### config.mk
export PLATFORM = sky130hd
export DESIGN_NAME = bmp_binarize_engine
export DESIGN_NICKNAME = d
export VERILOG_FILES = /design/src/rtl/bmp_binarize_engine_pkg.sv /design/src/rtl/bmp_gray_threshold.sv /design/src/rtl/bmp_binarize_engine.sv
export SDC_FILE = /design/constraint.sdc
export NUM_CORES = 1
export LEC_CHECK = 0
export ABC_CLOCK_PERIOD_IN_PS = 11870
export CORE_UTILIZATION = 65
export CTS_CLUSTER_DIAMETER = 150
export DETAILED_ROUTE_END_ITERATION = 8
export GPL_ROUTABILITY_DRIVEN = 1
export PLACE_DENSITY = 0.88
export SLEW_MARGIN = 5
export SYNTH_ARGS = -nofsm -noshare
export SYNTH_HDL_FRONTEND = slang
export SYNTH_HIERARCHICAL = 1
export SYNTH_SLANG_ARGS = --single-unit
### constraint.sdc
create_clock -name clk -period 11.87 [get_ports clk]
set_input_delay 2.374 -clock clk [delete_from_list [all_inputs] [get_ports clk]]
set_output_delay 2.374 -clock clk [all_outputs]
set_load 0.05 [all_outputs]
### src/rtl/bmp_binarize_engine_pkg.sv
// Shared constants, FSM encoding and header address lookup for the BMP binarize engine.
// No logic of its own; no latency.
// No flow control.
package bmp_binarize_engine_pkg;

  localparam int ADDR_WIDTH_DEF = 12;
  localparam int BYTE_WIDTH_DEF = 8;
  localparam int TOTAL_SIZE_DEF = 4096;

  // Little-endian 16-bit header fields of a BMP file
  localparam logic [7:0] HDR_OFF_ADDR = 8'd10;
  localparam logic [7:0] HDR_W_ADDR   = 8'd18;
  localparam logic [7:0] HDR_H_ADDR   = 8'd22;

  // Integer luma weights scaled so that they sum to 256
  localparam logic [7:0] COEF_B = 8'd29;
  localparam logic [7:0] COEF_G = 8'd150;
  localparam logic [7:0] COEF_R = 8'd77;

  // Last phase count of each multi-cycle state
  localparam logic [2:0] HDR_LAST = 3'd6;
  localparam logic [2:0] RD_LAST  = 3'd3;
  localparam logic [2:0] WR_LAST  = 3'd2;

  typedef enum logic [2:0] {
    ST_IDLE     = 3'd0,
    ST_HDR      = 3'd1,
    ST_SETUP    = 3'd2,
    ST_PIX_RD   = 3'd3,
    ST_PIX_CALC = 3'd4,
    ST_PIX_WR   = 3'd5,
    ST_DONE     = 3'd6
  } state_t;

  // Header byte read in each issue cycle; the drain cycle repeats the last address
  function automatic logic [7:0] hdr_addr(input logic [2:0] idx);
    case (idx)
      3'd0:    return HDR_OFF_ADDR;
      3'd1:    return HDR_OFF_ADDR + 8'd1;
      3'd2:    return HDR_W_ADDR;
      3'd3:    return HDR_W_ADDR + 8'd1;
      3'd4:    return HDR_H_ADDR;
      default: return HDR_H_ADDR + 8'd1;
    endcase
  endfunction

endpackage

### src/rtl/bmp_gray_threshold.sv
// Luma of a registered B,G,R triple compared against a threshold, giving an all-ones/all-zeros byte.
// One cycle: result registered on the edge that ends the enable cycle.
// No flow control; holds its output while en is low.
module bmp_gray_threshold
  import bmp_binarize_engine_pkg::*;
(
  input  logic       clk,
  input  logic       rst,
  input  logic       en,
  input  logic [7:0] b,
  input  logic [7:0] g,
  input  logic [7:0] r,
  input  logic [7:0] thr,
  output logic [7:0] bin
);

  logic [15:0] sum;
  logic [7:0]  gray;

  // Weighted sum fits 16 bits because the weights add up to 256
  always_comb begin
    sum  = 16'(b) * 16'(COEF_B) + 16'(g) * 16'(COEF_G) + 16'(r) * 16'(COEF_R);
    gray = 8'(sum >> 8);
  end

  // Register the binarized byte for the write phase
  always_ff @(posedge clk) begin
    if (rst) begin
      bin <= 8'h00;
    end else if (en) begin
      bin <= (gray >= thr) ? 8'hFF : 8'h00;
    end
  end

endmodule

### src/rtl/bmp_binarize_engine.sv
// Parses a 24bpp BMP header from RAM and binarizes every pixel in place (port 1 reads, port 2 writes).
// Latency: done in cycle k+9+8*W*H after start is accepted at edge k.
// No backpressure: start is only taken in IDLE; RAM is assumed always ready.
module bmp_binarize_engine
  import bmp_binarize_engine_pkg::*;
#(
  parameter int ADDR_WIDTH = ADDR_WIDTH_DEF,
  parameter int BYTE_WIDTH = BYTE_WIDTH_DEF,
  parameter int TOTAL_SIZE = TOTAL_SIZE_DEF
) (
  input  logic                  clk,
  input  logic                  rst,
  input  logic                  start,
  input  logic [7:0]            thr,
  output logic                  busy,
  output logic                  done,
  output logic                  err,
  output logic                  RAM_ren1,
  output logic                  RAM_wen1,
  output logic [ADDR_WIDTH-1:0] RAM_addr1,
  input  logic [BYTE_WIDTH-1:0] RAM_out1,
  output logic                  RAM_ren2,
  output logic                  RAM_wen2,
  output logic [ADDR_WIDTH-1:0] RAM_addr2,
  output logic [BYTE_WIDTH-1:0] RAM_in2
);

  state_t                state_q, state_d;
  logic [2:0]            cnt_q;
  logic [7:0]            thr_q, b_q, g_q, r_q;
  logic [15:0]           off_q, w_q, h_q, col_q, row_q;
  logic [ADDR_WIDTH-1:0] stride_q, p_q, row_base_q;
  logic                  err_q;
  logic [7:0]            bin;
  logic [7:0]            rd_byte;
  logic [23:0]           off24, w24, h24, stride_c, end_c;
  logic                  size_err, empty_img, last_col, last_row;

  assign RAM_wen1 = 1'b0;
  assign RAM_ren2 = 1'b0;
  assign rd_byte  = RAM_out1[7:0];

  // Image geometry: rows padded to 4 bytes, all arithmetic in 24 bits
  always_comb begin
    off24     = {8'd0, off_q};
    w24       = {8'd0, w_q};
    h24       = {8'd0, h_q};
    stride_c  = (w24 + w24 + w24 + 24'd3) & 24'hFF_FFFC;
    end_c     = off24 + stride_c * h24;
    size_err  = end_c > 24'(TOTAL_SIZE);
    empty_img = (w_q == 16'd0) || (h_q == 16'd0);
    last_col  = col_q == (w_q - 16'd1);
    last_row  = row_q == (h_q - 16'd1);
  end

  // State register
  always_ff @(posedge clk) begin
    if (rst) begin
      state_q <= ST_IDLE;
    end else begin
      state_q <= state_d;
    end
  end

  // Next-state: header, setup, then an 8-cycle read/calc/write loop per pixel
  always_comb begin
    state_d = state_q;
    case (state_q)
      ST_IDLE:     if (start) state_d = ST_HDR;
      ST_HDR:      if (cnt_q == HDR_LAST) state_d = ST_SETUP;
      ST_SETUP:    state_d = (size_err || empty_img) ? ST_DONE : ST_PIX_RD;
      ST_PIX_RD:   if (cnt_q == RD_LAST) state_d = ST_PIX_CALC;
      ST_PIX_CALC: state_d = ST_PIX_WR;
      ST_PIX_WR:   if (cnt_q == WR_LAST) state_d = (last_col && last_row) ? ST_DONE : ST_PIX_RD;
      ST_DONE:     state_d = ST_IDLE;
      default:     state_d = ST_IDLE;
    endcase
  end

  // Phase counter, header capture, pixel capture and address walk
  always_ff @(posedge clk) begin
    if (rst) begin
      cnt_q      <= 3'd0;
      thr_q      <= 8'd0;
      b_q        <= 8'd0;
      g_q        <= 8'd0;
      r_q        <= 8'd0;
      off_q      <= 16'd0;
      w_q        <= 16'd0;
      h_q        <= 16'd0;
      col_q      <= 16'd0;
      row_q      <= 16'd0;
      stride_q   <= '0;
      p_q        <= '0;
      row_base_q <= '0;
      err_q      <= 1'b0;
    end else begin
      cnt_q <= (state_d != state_q) ? 3'd0 : cnt_q + 3'd1;
      case (state_q)
        ST_IDLE: begin
          if (start) begin
            thr_q <= thr;
            err_q <= 1'b0;
          end
        end
        ST_HDR: begin
          // Read data lags its address by one cycle
          case (cnt_q)
            3'd1:    off_q[7:0]  <= rd_byte;
            3'd2:    off_q[15:8] <= rd_byte;
            3'd3:    w_q[7:0]    <= rd_byte;
            3'd4:    w_q[15:8]   <= rd_byte;
            3'd5:    h_q[7:0]    <= rd_byte;
            3'd6:    h_q[15:8]   <= rd_byte;
            default: ;
          endcase
        end
        ST_SETUP: begin
          stride_q   <= stride_c[ADDR_WIDTH-1:0];
          err_q      <= size_err;
          p_q        <= off24[ADDR_WIDTH-1:0];
          row_base_q <= off24[ADDR_WIDTH-1:0];
          col_q      <= 16'd0;
          row_q      <= 16'd0;
        end
        ST_PIX_RD: begin
          case (cnt_q)
            3'd1:    b_q <= rd_byte;
            3'd2:    g_q <= rd_byte;
            3'd3:    r_q <= rd_byte;
            default: ;
          endcase
        end
        ST_PIX_WR: begin
          // Row end jumps over padding to the next row base
          if (cnt_q == WR_LAST && !(last_col && last_row)) begin
            if (last_col) begin
              col_q      <= 16'd0;
              row_q      <= row_q + 16'd1;
              row_base_q <= row_base_q + stride_q;
              p_q        <= row_base_q + stride_q;
            end else begin
              col_q <= col_q + 16'd1;
              p_q   <= p_q + ADDR_WIDTH'(3);
            end
          end
        end
        default: ;
      endcase
    end
  end

  bmp_gray_threshold u_gray (
    .clk (clk),
    .rst (rst),
    .en  (state_q == ST_PIX_CALC),
    .b   (b_q),
    .g   (g_q),
    .r   (r_q),
    .thr (thr_q),
    .bin (bin)
  );

  // Outputs decoded from state; read enable stays high through each drain cycle
  always_comb begin
    busy      = 1'b0;
    done      = 1'b0;
    err       = 1'b0;
    RAM_ren1  = 1'b0;
    RAM_addr1 = '0;
    RAM_wen2  = 1'b0;
    RAM_addr2 = '0;
    RAM_in2   = '0;
    case (state_q)
      ST_HDR: begin
        busy      = 1'b1;
        RAM_ren1  = 1'b1;
        RAM_addr1 = ADDR_WIDTH'(hdr_addr(cnt_q));
      end
      ST_SETUP, ST_PIX_CALC: busy = 1'b1;
      ST_PIX_RD: begin
        busy      = 1'b1;
        RAM_ren1  = 1'b1;
        RAM_addr1 = p_q + ADDR_WIDTH'((cnt_q > 3'd2) ? 3'd2 : cnt_q);
      end
      ST_PIX_WR: begin
        busy      = 1'b1;
        RAM_wen2  = 1'b1;
        RAM_addr2 = p_q + ADDR_WIDTH'(cnt_q);
        RAM_in2   = BYTE_WIDTH'(bin);
      end
      ST_DONE: begin
        done = 1'b1;
        err  = err_q;
      end
      default: ;
    endcase
  end

endmodule

==> impl_metrics.ini <==
[cells_and_area]
final_cells = 2907
postLayoutCoreUtil_pct = 70.99
diodes = 0
areaGrowthSynthToFinish_pct = 6.261
drive_above_1_share_pct = 3.027
nets = 2978

[route]
drtIter0Drc = 2080
route.vias.total = 17984
drt-met1-wl_um = 21920
drtAntennaViolNets = 0
routed-wl-met2_um = 25640
routed.top_layer = met4
met3_length_um = 4992
wl_per_cell_um = 18.88
vias_per_cell = 6.186
firstDrtPassIters = 6
routed_wl_um = 54880
drc_errors = 0

[sta]
period_minus_slack_ns = 10.64
setup_slack_ns = 1.231
finalSetupTns_ns = 0
slew_viol_final = 0
hold_viol_final = 0
skew_ns = 0.01502
setup_violations = 0
fin_crit_sh_pct = 89.63
slew_headroom_pct = 25.06
tightest_slew_ns = 1.116
grt_setup_unrepaired = no
timing.fmax_ghz = 0.09400

[yosys]
yosys_warnings = 6
yosysUniqueCellTypes = 75
synthTopCellsByArea = fa_1 (20%), ha_1 (15%), dfxtp_1 (15%), inv_1 (6.7%), nand2_1 (5.4%)
yosysTopAreaCell = fa_1
netlist.area_leader.share_pct = 20.40
syn_area_um2 = 20700
seq_area_frac_synth_pct = 14.89
synth_edf_count = 0
postSynth.asyncResetShare_pct = 0
synth_flop_cell = dfxtp_1
synth_cells = 2520
synth_seq_cells = 154
postSynthAreaPerCell_um2 = 8.216

[clock_network]
cts_buffer_depth = 2
post_cts_buffers = 0
cts_hold_buf = 0
cts_buffers = 17
cts_resized = 0
h-tree-depth = 4
clock_latency_ns = 0.45
tritoncts = built
clk_pin_slew_ns = 0.07
root_buffer = clkbuf_16
clkSinkCount = 154

[floorplan]
ios = 58
core_um2 = 30990
initial_core_util_pct = 66.81
die_w_um = 180.5
dieArea_um2 = 32570
num_rows = 64
die_y_um = 180.5

[place]
place_ws_ns = 1.389
dpl.hpwl_um = 41950
port_buffers = 55
dpl.cell_count = 2875
gp_congestion = 0.9654

[global_route]
grt_pass1_wl_um = 91950
track_usage_pct = 34.75
antenna_found_initial = 0
grt_start_max_net_pins = 72
grt_overflow = 0
first_global_vias = 18567

[run_status]
outcome = finished, final reports clean

[power_and_ir_drop]
peakVddDrop_uv = 93.86
leakage_uw = 0.01040
p_per_area_nw_per_um2 = 52.43

[hold_path]
hold_class = reg2reg

[job]
drv_cap = 0

[worst_setup_path]
path_delay_family = adder cells
start_kind = flop
cp_max_fo = 10
slowest_delay_ns = 0.56
path_buf_inv = 4
critPathRequiredTime_ns = 12.19
crit_arrival_ns = 10.96
worstSetupPathType = reg2reg
cp_slowest_cell = fa_1
end_kind = flop
registers in the layout, summed over array words and instances, names as in the netlist:
name,cells
r_q,8
g_q,8
off_q,16
p_q,12
row_q,16
cnt_q,3
b_q,8
col_q,16
state_q,3
u_gray/bin,1
thr_q,8
h_q,16
err_q,1
stride_q,10
row_base_q,12
w_q,16
worst paths after layout:
path / start / end / slack [ns] / depth (start not counted)
worst max-delay path: w_q[2] / state_q[2] / 1.23 / 35
worst max register to register: w_q[2] / state_q[2] / 1.23 / 35
worst min register to register: thr_q[4] / thr_q[4] / 0.46 / 2
worst min-delay path: thr_q[4] / thr_q[4] / 0.46 / 2
kinds of logic after synthesis:
kind of cell	after synthesis	share of synthesized area, %
adder cells (fa/ha/maj)	461	35.51
AND/OR/NAND/NOR	804	18.58
AO/OA/AOI/OAI	397	12.00
flip-flops	154	14.89
XOR/XNOR	153	6.811
other	1	0.01811
multiplexers	66	3.191
buffers and inverters	484	9.010
cells in the mapped netlist, drive strengths merged (11+ instances only):
library cell  number
inv              367
nand2            298
ha               250
fa               211
nor2             171
dfxtp            154
a21oi            137
o21ai             93
xnor2             90
and2              89
clkbuf            89
mux2i             66
xor2              58
nand3             51
a21o              31
nor3              30
nand4             29
or3               29
buf               28
and3              25
a211oi            24
o211ai            18
nor2b             14
nand2b            13
nand3b            12
o21a              11
per-stage QoR:
step / hold WS (ns) / power (uW) / area, um2
2_1_floorplan: 0.4356 / 577.7 / 20710
3_3_place_gp: 0.4434 / 601.6 / 21420
3_5_place_dp: 0.4525 / 603.2 / 21420
4_1_cts: 0.4624 / 1150 / 22000
5_1_grt: 0.4855 / 1177 / 22000
6_report: 0.4609 / 1153 / 22000
placed cells by master (no fill, tap or decap), types with 11 or more instances in the layout:
master / count
inv_1: 367
nand2_1: 298
ha_1: 250
fa_1: 211
nor2_1: 170
dfxtp_1: 154
a21oi_1: 135
o21ai_0: 90
xnor2_1: 90
and2_1: 88
mux2i_1: 66
xor2_1: 58
clkdlybuf4s50_1: 54
nand3_1: 51
a21o_1: 31
nor3_1: 29
or3_1: 29
nand4_1: 29
and3_1: 25
a211oi_1: 24
buf_4: 20
o211ai_1: 18
clkbuf_16: 17
nor2b_1: 14
nand2b_1: 13
nand3b_1: 12
o21a_1: 11
power breakdown:
group | switching [uW] | total, uW | internal (uW)
sequential | 4.50 | 524 | 520
clock | 271 | 559 | 288
combinational | 48.8 | 70.0 | 21.3
total | 324 | 1150 | 829
worst reg2reg max path: cells and delay by family, from the launching register on:
kind / cells / cell delay, ns
AO/OA/AOI/OAI: 9 / 2.35
XOR/XNOR: 2 / 0.66
adder cells (fa/ha/maj): 10 / 4.26
buffers and inverters: 4 / 0.28
flip-flops: 1 / 0.47
AND/OR/NAND/NOR: 10 / 2.52
routing by layer:
layer	GRT usage (%)	up-vias
li1	-	8202
met4	15.93	0
met3	5.679	204
met5	0	-
met2	58.00	963
met1	44.18	8615
layout make-up:
type | count | area, um2
sequential | 154 | 3083
fill | 2263 | 8989
clock inverter | 14 | 146.4
multi-input combinational | 1884 | 15770
clock buffer | 18 | 439.2
timing repair buffer | 74 | 690.7
inverter | 367 | 1378
tap | 396 | 495.5
No activity file was read; power rests on OpenSTA's default activity.
==> RTL edit, RTL diff (config.mk and constraints unchanged) <==
`BYTE_WIDTH_DEF`: 8 -> 10.
--- a/src/rtl/bmp_binarize_engine_pkg.sv
+++ b/src/rtl/bmp_binarize_engine_pkg.sv
@@ -6,3 +6,3 @@
   localparam int ADDR_WIDTH_DEF = 12;
-  localparam int BYTE_WIDTH_DEF = 8;
+  localparam int BYTE_WIDTH_DEF = 10;
   localparam int TOTAL_SIZE_DEF = 4096;
Interface: changed (resized RAM_in2 and RAM_out1); port bits go from 58 to 62. The function was not compared with the original's and may differ.
==> RTL edit against the original RTL <==
  * Sequential share of layout area hardly changed
  * Final area is 0.11% lower
  * Area after synthesis hardly changed
  * Maximum frequency is 3.0% lower
  * Combinational power hardly changed
  * Largest cell class unchanged
  * Worst setup slack worse by 330 ps
  * Power is 2.6% lower
  * Sequential cell count stayed put
  * First-iteration DRC count is 16% lower
  * Routed wire length is 2.2% lower
==> RTL edit: results <==
outcome:
  outcome: "complete, no violations"
grt:
  grt_pass1_vias: 18700
  use_met1: 0.420
  met2_usage: 0.572
  gr-usage-all-layers: 0.341
  grtUsageMet3: 0.0580
  grt_pass1_wl_mm: 90.2
  grt_max_degree: 90
cells_and_area:
  fin_area_um2: 22000
  fillCellCount: 2313
  fin_cells: 2912
  drive_above_1_share: 0.0283
route:
  wl_met1_mm: 21.5
  route.met2.wl_mm: 25.2
  routed-wl-met3_mm: 4.35
  wirelength_mm: 53.7
pwr:
  power_mw: 1.12
  p_switching_mw: 0.286
  peakVddDrop_mv: 0.101
  seq_power_mw: 0.525
  p_leak_nw: 10.4
synthesis:
  synth_area_per_cell_um2: 8.22
  seq_area_frac_synth: 0.149
  yosys-top-cells-area: "fa_1, ha_1, dfxtp_1, inv_1, nand2_1"
  synth-xor-area-share: 0.0681
  synth_compound_area_frac: 0.120
  synth_adder_area_share: 0.355
  synthMuxAreaShare: 0.0319
hold_path:
  hp-start: "row_base_q[9]$_SDFFE_PP0P_"
  hold-path-endpoint: "row_base_q[9]$_SDFFE_PP0P_"
worst_setup_path:
  ff2ff_setup_slack_ps: 900
  critPathMaxStageDelay_ps: 600
  crit_slowest_cell: "and2_1"
  crit_path_start: "w_q[5]$_SDFFE_PP0P_"
sta:
  fin_skew_ps: 9.80
  slew_headroom: 0.250
  finalCritPeriodShare: 0.924
placement:
  gp_congestion: 0.928
  dp.final_hpwl_mm: 40.7
  preCtsSetupSlack_ps: 1070
cts:
  cts_made_buffers: 17
  post_cts_buffers: 0
[RTL edit: cell types whose count changed in the layout (fill, tap and decap cells not counted), sizes merged, moves of 2 or more]
| cell | before | now |
|---|---|---|
| inv | 379 | 370 |
| clkinvlp | 1 | 4 |
| buf | 20 | 18 |
| clkbuf | 18 | 20 |
| clkinv | 1 | 3 |
| conb | 3 | 5 |
[RTL edit: cells by family (layout without fill, tap and decap cells)]
group | after synthesis | count (layout)
compound gates | 397 | 397
xor+xnor | 153 | 153
fa+ha+maj | 461 | 461
buf+inv | 486 | 470
flops | 154 | 154
mux | 66 | 66
other cells | 1 | 5
simple gates | 804 | 804
[RTL edit: cell type report]
class	instances	area share
Inverter	367	0.0627
Clock buffer	20	0.0203
Multi-Input combinational cell	1886	0.718
Timing Repair Buffer	72	0.0307
Sequential cell	154	0.140
Tap cell	402	0.0229
Clock inverter	11	0.00524
